==> config.mk <==
export PLATFORM = sky130hd
export DESIGN_NAME = hazard_ctrl
export DESIGN_NICKNAME = d
export VERILOG_FILES = /design/src/rtl/hazard_ctrl.sv
export SDC_FILE = /design/constraint.sdc
export NUM_CORES = 1
export LEC_CHECK = 0
export ABC_AREA = 1
export CORE_MARGIN = 2
export CORE_UTILIZATION = 49
export DETAILED_ROUTE_END_ITERATION = 8
export HOLD_SLACK_MARGIN = 0.08
export PLACE_DENSITY = 0.79
export REMOVE_ABC_BUFFERS = 1
export SLEW_MARGIN = 20
export SYNTH_ARGS = -nofsm -noshare
export SYNTH_HDL_FRONTEND = slang
export SYNTH_SLANG_ARGS = --single-unit
==> constraint.sdc <==
create_clock -name clk -period 2.2 [get_ports clk]
set_input_delay 0.44 -clock clk [delete_from_list [all_inputs] [get_ports clk]]
set_output_delay 0.44 -clock clk [all_outputs]
set_load 0.05 [all_outputs]
==> src/rtl/hazard_ctrl.sv <==
// hazard_ctrl: pipeline hazard controller for the 5-stage RV32 core.
//
// Controls the stall and flush inputs of the F/D, D/E, E/M and M/W pipeline
// registers. Produces the execute-stage forwarding selects. Sequences a purge
// after reset and handles multi-cycle data-memory waits with a timeout.
// Keeps two saturating performance counters.
//
// Ports:
//   clk, clr                 clock, asynchronous active-high reset
//   Rs1D, Rs2D               decode-stage source registers
//   Rs1E, Rs2E, RdE          execute-stage source/destination registers
//   ResultSrcE               execute result select (2'b01 = load)
//   RegWriteE/M/W            register-write enables per stage
//   RdM, RdW                 memory/writeback destination registers
//   PCSrcE                   taken branch/jump resolved in execute
//   MemReqM, MemReadyM       data-memory request / completion in M
//   ErrClr                   clears MemErr
//   StallF/D/E/M             hold PC / D / E / M pipeline registers
//   FlushD/E/W               synchronous clear of D / E / W pipeline registers
//   ForwardAE, ForwardBE     operand select: 00 regfile, 10 from M, 01 from W
//   MemErr                   sticky memory-timeout flag
//   LoadStallCnt, FlushCnt   saturating performance counters
module hazard_ctrl #(
  parameter int unsigned INIT_CYCLES = 2,
  parameter int unsigned MEM_TIMEOUT = 64,
  parameter int unsigned CNT_W       = 16
) (
  input  logic             clk,
  input  logic             clr,
  input  logic [4:0]       Rs1D,
  input  logic [4:0]       Rs2D,
  input  logic [4:0]       Rs1E,
  input  logic [4:0]       Rs2E,
  input  logic [4:0]       RdE,
  input  logic [1:0]       ResultSrcE,
  input  logic             RegWriteE,
  input  logic             RegWriteM,
  input  logic             RegWriteW,
  input  logic [4:0]       RdM,
  input  logic [4:0]       RdW,
  input  logic             PCSrcE,
  input  logic             MemReqM,
  input  logic             MemReadyM,
  input  logic             ErrClr,
  output logic             StallF,
  output logic             StallD,
  output logic             StallE,
  output logic             StallM,
  output logic             FlushD,
  output logic             FlushE,
  output logic             FlushW,
  output logic [1:0]       ForwardAE,
  output logic [1:0]       ForwardBE,
  output logic             MemErr,
  output logic [CNT_W-1:0] LoadStallCnt,
  output logic [CNT_W-1:0] FlushCnt
);

  typedef enum logic [1:0] {
    S_INIT,
    S_RUN,
    S_MEM_WAIT
  } state_t;

  state_t     state, state_nx;
  logic [3:0] purge_cnt, purge_nx;
  logic [7:0] wait_cnt, wait_nx;
  logic       lw_stall, mem_wait;
  logic       run_eval;
  logic       err_set;
  logic       inc_lw, inc_fl;

  // M-stage result is newer than W-stage, so it takes precedence.
  function automatic logic [1:0] fwd_sel(input logic [4:0] rs);
    if (RegWriteM && (RdM != 5'd0) && (RdM == rs))
      return 2'b10;
    else if (RegWriteW && (RdW != 5'd0) && (RdW == rs))
      return 2'b01;
    else
      return 2'b00;
  endfunction

  assign lw_stall = (ResultSrcE == 2'b01) && RegWriteE && (RdE != 5'd0) &&
                    ((RdE == Rs1D) || (RdE == Rs2D));
  assign mem_wait = MemReqM && !MemReadyM;

  always_comb begin
    state_nx  = state;
    purge_nx  = purge_cnt;
    wait_nx   = wait_cnt;
    run_eval  = 1'b0;
    err_set   = 1'b0;
    inc_lw    = 1'b0;
    inc_fl    = 1'b0;
    StallF    = 1'b0;
    StallD    = 1'b0;
    StallE    = 1'b0;
    StallM    = 1'b0;
    FlushD    = 1'b0;
    FlushE    = 1'b0;
    FlushW    = 1'b0;
    ForwardAE = 2'b00;
    ForwardBE = 2'b00;

    case (state)
      S_INIT: begin
        StallF = 1'b1;
        FlushD = 1'b1;
        FlushE = 1'b1;
        FlushW = 1'b1;
        if (purge_cnt == 4'd0)
          state_nx = S_RUN;
        else
          purge_nx = purge_cnt - 4'd1;
      end
      S_RUN: begin
        ForwardAE = fwd_sel(Rs1E);
        ForwardBE = fwd_sel(Rs2E);
        if (mem_wait) begin
          StallF   = 1'b1;
          StallD   = 1'b1;
          StallE   = 1'b1;
          StallM   = 1'b1;
          FlushW   = 1'b1;
          state_nx = S_MEM_WAIT;
          wait_nx  = 8'd1;
        end else begin
          run_eval = 1'b1;
        end
      end
      S_MEM_WAIT: begin
        ForwardAE = fwd_sel(Rs1E);
        ForwardBE = fwd_sel(Rs2E);
        if (MemReadyM) begin
          run_eval = 1'b1;
          state_nx = S_RUN;
          wait_nx  = 8'd0;
        end else if (wait_cnt == 8'(MEM_TIMEOUT)) begin
          // Abandon the access: flag it and let the pipeline move on.
          err_set  = 1'b1;
          state_nx = S_RUN;
          wait_nx  = 8'd0;
        end else begin
          StallF  = 1'b1;
          StallD  = 1'b1;
          StallE  = 1'b1;
          StallM  = 1'b1;
          FlushW  = 1'b1;
          wait_nx = wait_cnt + 8'd1;
        end
      end
      default: state_nx = S_INIT;
    endcase

    // Ordinary branch/load-use handling, shared by RUN and the ready cycle
    // of MEM_WAIT.
    if (run_eval) begin
      if (PCSrcE) begin
        FlushD = 1'b1;
        FlushE = 1'b1;
        inc_fl = 1'b1;
      end else if (lw_stall) begin
        StallF = 1'b1;
        StallD = 1'b1;
        FlushE = 1'b1;
        inc_lw = 1'b1;
      end
    end
  end

  always_ff @(posedge clk or posedge clr) begin
    if (clr) begin
      state        <= S_INIT;
      purge_cnt    <= 4'(INIT_CYCLES - 1);
      wait_cnt     <= '0;
      MemErr       <= 1'b0;
      LoadStallCnt <= '0;
      FlushCnt     <= '0;
    end else begin
      state     <= state_nx;
      purge_cnt <= purge_nx;
      wait_cnt  <= wait_nx;
      if (err_set)
        MemErr <= 1'b1;
      else if (ErrClr)
        MemErr <= 1'b0;
      if (inc_lw && (LoadStallCnt != '1))
        LoadStallCnt <= LoadStallCnt + CNT_W'(1);
      if (inc_fl && (FlushCnt != '1))
        FlushCnt <= FlushCnt + CNT_W'(1);
    end
  end

endmodule
Word-level counts from Yosys, hierarchy flattened
Cells that the tools add are included.
{ "totals": {"regBits": 47, "wordCells": 96, "in_bits": 46} }
{ "classes": {"n_addsub": 4, "n_bitwise": 1, "muxes": 45, "reduce_logical": 25, "eq_ne": 15} }
{ "op_table": {"columns": ["cell", "n"], "rows": [
  ["adder 16 x 1 -> 16 bit (second input constant)", 2],
  ["!= test 16 bit (second input constant)", 2],
  ["== test 5 bit", 6],
  ["two-way mux 1 bit", 29],
  ["two-way mux 8 bit", 3],
  ["two-way mux 2 bit", 8],
  ["one-hot mux 8 bit (2 select lines)", 1],
  ["nonzero test 5 bit", 3],
  ["logical AND 1 bit", 12],
  ["adder 8 x 1 -> 8 bit (second input constant)", 1],
  ["== test 8 x 7 -> 1 bit (second input constant)", 1],
  ["one-hot mux 2 bit (3 select lines)", 1],
  ["== test 2 x 1 -> 1 bit (second input constant)", 2],
  ["logical NOT 4 bit", 1],
  ["!= test 2 bit (second input constant)", 2],
  ["one-hot mux 1 bit (2 select lines)", 2],
  ["AND reduction 2 bit", 2],
  ["nonzero test 2 bit", 2],
  ["subtractor 4 x 1 -> 4 bit (second input constant)", 1],
  ["!= test 3 bit (second input constant)", 1],
  ["one-hot mux 1 bit (3 select lines)", 1],
  ["AND reduction 3 bit", 1],
  ["== test 2 bit (second input constant)", 1],
  ["logical NOT 2 bit", 1],
  ["other kinds (4)", 4]
]} }

Longest topological paths before layout
{ "depth": {"word_depth": 8, "mapped_depth": 11, "depth_no_buf": 11} }

Worst setup path before layout
OpenSTA, ideal clock, no wires.
{ "synth_path": {"path_kind": "reg-to-output", "startpoint": "register state[0]", "endpoint": "output ForwardBE[1]", "required_ns": 1.760, "path_slack_ns": -0.655, "arrival_time_ns": 2.415, "stages_incl_launch_ff": 5, "path_cell_list": "dfrtp_1 > inv_1 > ha_1 > inv_1 > nor4_1"} }
{ "synth_between": {"elab_chain_cells": 3, "elab_cells_between_ends": 4, "classes_between": "2 x eq/ne; 1 x mux; 1 x reduce/logical"} }
{ "synth_rtl": {"columns": ["element", "line", "text"], "rows": [
  ["start: declaration", "65", "state_t state, state_nx;"],
  ["start signal: assignment", "180", "state <= state_nx;"],
  ["== test 2 bit / == test 2 x 1 -> 1 bit (equally long branches)", "105", "case (state)"],
  ["OR reduction 2 bit (no line) *", null, null],
  ["two-way mux 2 bit *", null, null],
  ["end: declaration", "53", "output logic [1:0] ForwardBE,"]
]} }
Every way passes the cells marked *; elsewhere a longest branch is shown, timed or not.

Final worst setup path
{ "layout_path": {"startpoint": "register state[0]", "endpoint": "output FlushE"} }
{ "layout_between": {"elab_chain_cells": 5, "elab_cells_between_ends": 8, "classes_between": "2 x eq/ne; 5 x mux; 1 x reduce/logical"} }
{ "layout_rtl": {"columns": ["element", "line", "text"], "rows": [
  ["logical NOT 2 bit", "105", null],
  ["two-way mux 1 bit", "105", null],
  ["two-way mux 1 bit", "162", "end else if (lw_stall) begin"],
  ["two-way mux 1 bit", "158", "if (PCSrcE) begin"],
  ["two-way mux 1 bit *", "157", "if (run_eval) begin"],
  ["end: declaration", "50", "output logic FlushE,"]
]} }
Marked as above.

==> impl_metrics.py <==
metrics = {
    "logic_synthesis": {
        "ys_warn_count": 0,
        "synth_area_per_cell_um2": 7.10,
        "ys_seq_area_share_pct": 35.5,
        "syn-cell-area_um2": 3320,
        "synth_cells": 468,
        "ys_ff_latch": 47,
        "synth_cell_types": 33,
    },
    "placed_design": {
        "dpl.hpwl_um": 6570,
        "pre_cts_ws_ps": -179,
        "place_area_um2": 4570,
        "place_congestion": 0.890,
        "io_buffers": 89,
    },
    "clock_network": {
        "clkTransAtPathRegs_ps": 90,
        "cts.sinks": 47,
        "clk_path_buf_depth": 2,
        "cts_hold_buf": 0,
        "clkLatencyLatePin_ps": 300,
        "tritoncts": "yes",
        "cts_made_buffers": 5,
        "cts_htree_levels": 2,
        "root_buffer": "clkbuf_8",
    },
    "floorplan": {
        "start_util_pct": 49.7,
        "die_y_um": 86.3,
        "die-area_um2": 7450,
        "die_w_um": 86.3,
        "rows": 30,
        "pin_count": 90,
        "core_area_um2": 6680,
    },
    "detailed_routing": {
        "first_pass_iters": 4,
        "vias": 3442,
        "drtIter0Drc": 166,
        "drcViolationCount": 0,
        "final_antenna_net_count": 0,
        "finalWirelength_um": 8830,
        "via_per_inst": 5.09,
        "wl_per_cell_um": 13.1,
    },
    "grt": {
        "grt_pass1_wl_um": 14100,
        "antenna_found_initial": 0,
        "grt_max_degree": 24,
        "first_global_vias": 3284,
        "gr-total-overflow": 0,
        "grt_usage_pct": 23.3,
    },
    "finish": {
        "final_common_cell": "nand2_1",
        "antennaDiodeCount": 0,
        "fin_nets": 650,
        "syn_to_final_growth_pct": 47.1,
        "fillers": 509,
        "fin_area_um2": 4880,
        "multiInputGateArea_um2": 1960,
        "layout_common_cells": "nand2_1, inv_1, dfrtp_1",
        "seq_area_um2": 1180,
        "drive_above_1_share_pct": 16.6,
    },
    "timing": {
        "hold_viol_final": 0,
        "clock-skew-final_ps": 12.7,
        "worst_slack_ps": -9.82,
        "max_freq_mhz": 453,
        "min_period_ps": 2210,
        "rsz0062_at_grt": "yes",
        "final_max_slew_viol_count": 0,
        "setup_viol": 1,
        "tightest_slew_ps": 520,
        "fin_crit_sh_pct": 100,
        "relSlewSlack_pct": 65.2,
    },
    "power": {
        "p_leak_uw": 0.00238,
        "vdd_ir_drop_max_v": 0.000994,
        "cellPowerDensity_nw_per_um2": 904,
    },
    "worst_setup_path": {
        "required_ps": 1760,
        "critPathCaptureType": "output port",
        "path_max_fanout": 4,
        "critPathLaunchType": "flop",
        "crit_type": "flop to output port",
        "crit_arrival_ps": 1770,
    },
    "min_path": {
        "hold_class": "input pin to async pin",
    },
    "status": {
        "violations": "negative setup slack",
        "run_status": "complete, but fails checks",
    },
    "flow_run": {
        "maxCapViolCount": 0,
    },
}
worst paths after layout:
check,start,endpoint,slack (ps),cells past startpoint
setup / recovery,state[0]$_DFFE_PP0P_,FlushE,-10,8
hold / removal,clr,FlushCnt[0]$_DFFE_PP0P_,460,2
setup reg to reg,state[1]$_DFFE_PP0P_,LoadStallCnt[2]$_DFFE_PP0P_,290,13
hold reg to reg,purge_cnt[0]$_DFFE_PP1P_,purge_cnt[0]$_DFFE_PP1P_,470,2
max in group asynchronous,clr,FlushCnt[8]$_DFFE_PP0P_,1140,3
min in group clk,purge_cnt[0]$_DFFE_PP1P_,purge_cnt[0]$_DFFE_PP1P_,470,2
report_power, final:
| group | internal (µW) | switching, µW |
|---|---|---|
| registers | 1020 | 194 |
| logic | 1040 | 1520 |
| clock network | 339 | 302 |
| total | 2400 | 2020 |
state kept, by name, summed over array words and instances, names as in the netlist:
| name | count |
|---|---|
| purge_cnt | 4 |
| FlushCnt | 16 |
| LoadStallCnt | 16 |
| state | 2 |
| wait_cnt | 8 |
| MemErr | 1 |
Yosys cell counts:
| library cell | instances | share of area (%) |
|---|---|---|
| nand2_1 | 152 | 17 |
| inv_1 | 66 | 7.5 |
| dfrtp_1 | 46 | 35 |
| nor2_1 | 45 | 5.1 |
| nand3_1 | 27 | 4.1 |
| xor2_1 | 24 | 6.3 |
| xnor2_1 | 22 | 5.8 |
| nor3_1 | 14 | 2.1 |
| o21ai_1 | 11 | 1.7 |
| nand4_1 | 10 | 1.9 |
| ha_1 | 9 | 3.4 |
| o21ai_0 | 8 | 1.2 |
| buf_6 | 4 | 1.4 |
| a21oi_1 | 3 | 0.45 |
| nor2_4 | 3 | 1.0 |
| a211oi_1 | 2 | 0.45 |
| a31oi_1 | 2 | 0.38 |
| inv_2 | 2 | 0.23 |
| nor4_1 | 2 | 0.38 |
| o21ai_2 | 2 | 0.53 |
| o22ai_1 | 2 | 0.38 |
| buf_4 | 1 | 0.23 |
| dfstp_2 | 1 | 0.79 |
| nand2_2 | 1 | 0.19 |
| nand3_2 | 1 | 0.30 |
| nand3_4 | 1 | 0.53 |
| nand3b_1 | 1 | 0.23 |
| nand4_2 | 1 | 0.38 |
| nor3_4 | 1 | 0.49 |
| o21bai_1 | 1 | 0.23 |
| o32ai_1 | 1 | 0.26 |
| or2_1 | 1 | 0.19 |
| or2_2 | 1 | 0.19 |
repair_timing:
item | CTS | global route
pin swaps | 24 | 14
setup endpoints to repair | 10 | 11
setup buffers | 7 | 6
resized for setup | 58 | 11
critical path, stage by stage, from the launching register on:
cell and delay [ps]:
dfrtp_1 410, buf_4 160, ha_4 170, nand2_2 100
o21ai_4 70, nand3_1 90, nand2_1 80, o21bai_2 220
buf_12 160
area by class of cell:
type / count / share of cell area [%]
tap: 80 / 2.05
clock buffer: 5 / 1.41
sequential: 47 / 24.1
timing repair buffer: 125 / 26.2
multi-input combinational: 348 / 40.1
clock inverter: 3 / 0.897
inverter: 68 / 5.28
through the flow:
step / total power (µW) / hold slack [ps] / cells / setup TNS, ps / utilization (%)
floorplan: 2530 / 442 / 463 / -1250 / -
global placement: 3440 / 455 / 655 / -590 / 68.4
detailed placement: 3500 / 458 / 655 / -964 / 68.4
CTS: 4340 / 472 / 670 / -103 / 71.8
global route: 4660 / 482 / 676 / -549 / 73.1
finish: 4410 / 463 / 676 / -9.82 / 73.1
logic make-up (layout without fill, tap and decap cells):
| logic type | after synthesis | in the layout | share of synthesized area [%] |
|---|---|---|---|
| xor gates and xnor gates | 46 | 46 | 12.1 |
| adders and majority gates | 9 | 9 | 3.39 |
| and+or+nand+nor | 261 | 261 | 34.2 |
| AOI/OAI and AO/OA | 32 | 32 | 5.54 |
| buffers and inverters | 73 | 201 | 9.27 |
| DFF | 47 | 47 | 35.5 |
layer usage:
metal	vias up	wire length, µm	share of wire [%]	global-route usage, %
met3	19	485	5.5	5.24
met4	0	181	2.0	8.81
met5	-	0	0	0
li1	1715	-	-	-
met2	101	4600	52	42.0
met1	1607	3570	40	26.7
(Power assumes the default switching activity.)
==> patch 1: new RTL, config.mk and constraints unchanged <==
Set the parameter `CNT_W` to 12 (it was 16).
--- a/src/rtl/hazard_ctrl.sv
+++ b/src/rtl/hazard_ctrl.sv
@@ -24,5 +24,5 @@
   parameter int unsigned INIT_CYCLES = 2,
   parameter int unsigned MEM_TIMEOUT = 64,
-  parameter int unsigned CNT_W       = 16
+  parameter int unsigned CNT_W       = 12
 ) (
   input  logic             clk,
Ports: changed (resized FlushCnt and LoadStallCnt); port bits go from 90 to 82. The function was not compared with the original's and may differ.
==> patch 1 against the original RTL <==
- the flow still finishes with violations (setup timing)
- via count down 4.1%
- first-iteration DRC count is 62% higher
- count of clock-buffer cells in the layout unchanged
- sequential cell count is 8 lower
- setup slack got worse by 0.23 ns
- wire length increased by 16%
- total power up 0.49%
- area after synthesis shrank 15%
- critical path depth shrank 1
- combinational power up 12%
- sequential share of layout area fell by 3.1 points
- cell area fell by 4.7%
- largest cell class unchanged
==> patch 1: results (changes against the original RTL) <==
- Largest registers: FlushCnt (12), LoadStallCnt (12), wait_cnt (8)
- Worst vdd ir: 687 uV (-31%)
- Outcome: finished with violations
- GR Layer Usage met3: 4.64% (-0.60 points)
- First-pass GRT wire length: 14300 um (+1.1%)
- All-Layer GR Usage: 28.7% (+5.4 points)
- Rel. slew slack: 65.9% (+0.64 points)
- Synth Area in Adders: 4.44% (+1.0 points)
- Sequential element share of the synthesized area: 34.7% (-0.79 points)
- Failing checks: setup timing
- Xor/xnor cell area share of the yosys netlist: 13.6% (+1.5 points)
- Routed wl met3: 636 um (+31%)
- P_leak: 2.35 nW (-1.2%)
- Vias: 3300 (-4.1%)
- Detail Placement HPWL: 5670 um (-14%)
- Share of cells above drive strength 1: 27.4% (+11 points)
- Met2 wire len: 5440 um (+18%)
- Setup ws final: -0.245 ns (-0.235 ns)
- Syn_area_per_cell: 7.19 um^2 (+1.3%)
- Met1 usage: 31.2% (+4.5 points)
- Nets: 598 (-8.0%)
- Hold Crit Class: register to register
- WP data arrival: 2.00 ns (+0.23 ns)
- Starting DRT DRC Count: 269 (+62%)
- Yosys cell types: 31 (-6.1%)
- Net Sw Frac: 45.2% (-0.49 points)
- DP Cell Count: 566 (-14%)
- RD Place Congestion: 0.897 (+0.75%)
- Grt met2 use: 54.7% (+13 points)
- Place WS: -0.141 ns (+0.0383 ns)
- Placed inst area: 4000 um^2 (-13%)
- Max layer used: met4
- # setup viols final: 8 (+7)
- Largest net degree at the start of global routing: 40 (+67%)
- Number of port buffers: 81 (-9.0%)
- Met1 WL: 3690 um (+3.2%)
- Clock Skew: 0.00509 ns (-0.00757 ns)
- Synth cell count leaders: 111 x nand2_1, 57 x inv_1, 38 x dfrtp_1
- Number of global-route vias before repair: 3121 (-5.0%)
-- patch 1: final timing paths --
check | slack (ns) | to | start | cells after the start
max | -0.24 | ForwardBE[1] | state[1]$_DFFE_PP0P_ | 7
min | 0.50 | purge_cnt[3]$_DFFE_PP0P_ | purge_cnt[3]$_DFFE_PP0P_ | 1
max reg2reg | -0.08 | wait_cnt[0]$_DFFE_PP0P_ | wait_cnt[0]$_DFFE_PP0P_ | 15
min reg2reg | 0.50 | purge_cnt[3]$_DFFE_PP0P_ | purge_cnt[3]$_DFFE_PP0P_ | 1
max in group asynchronous | 1.28 | purge_cnt[0]$_DFFE_PP1P_ | clr | 3
min in group asynchronous | 0.55 | MemErr$_DFFE_PP0P_ | clr | 3
-- patch 1: area by class of cell --
cell class              count  area [um^2]
multi-input cells         289         1810
clock buffers               5         68.8
inverters                  60          230
fillers                   309          886
flip-flops and latches     39          977
well taps                  72         90.1
repair buffers            147         1430
clock inverters             3         43.8
-- patch 1: logic make-up after synthesis --
family / after synthesis
and+or+nand+nor: 207
buffers and inverters: 64
xor gates and xnor gates: 43
DFF: 39
AOI/OAI and AO/OA: 29
adders and majority gates: 10
-- patch 1: critical path: stages, from the launching register on --
cell     delay, ns
dfrtp_1       0.39
inv_2         0.09
ha_4          0.29
buf_4         0.15
inv_2         0.07
nor4_1        0.38
buf_4         0.20
buf_12        0.13
-- patch 1: power groups by stage --
stage               logic (mW)  clock network (mW)  registers (mW)
floorplan                0.921                   0            1.18
global placement          1.97                   0           0.964
detailed placement        2.01                   0           0.966
CTS                       2.38               0.612           0.951
global route              2.99               0.654           0.965
finish                    2.87               0.616           0.955
-- patch 1: repair_timing --
action / in CTS / in global routing
resized for setup: 60 / 38
pin swaps: 21 / 23
endpoints found under the setup margin: 10 / 11
hold endpoints to repair: 0 / 0
setup buffers: 27 / 14
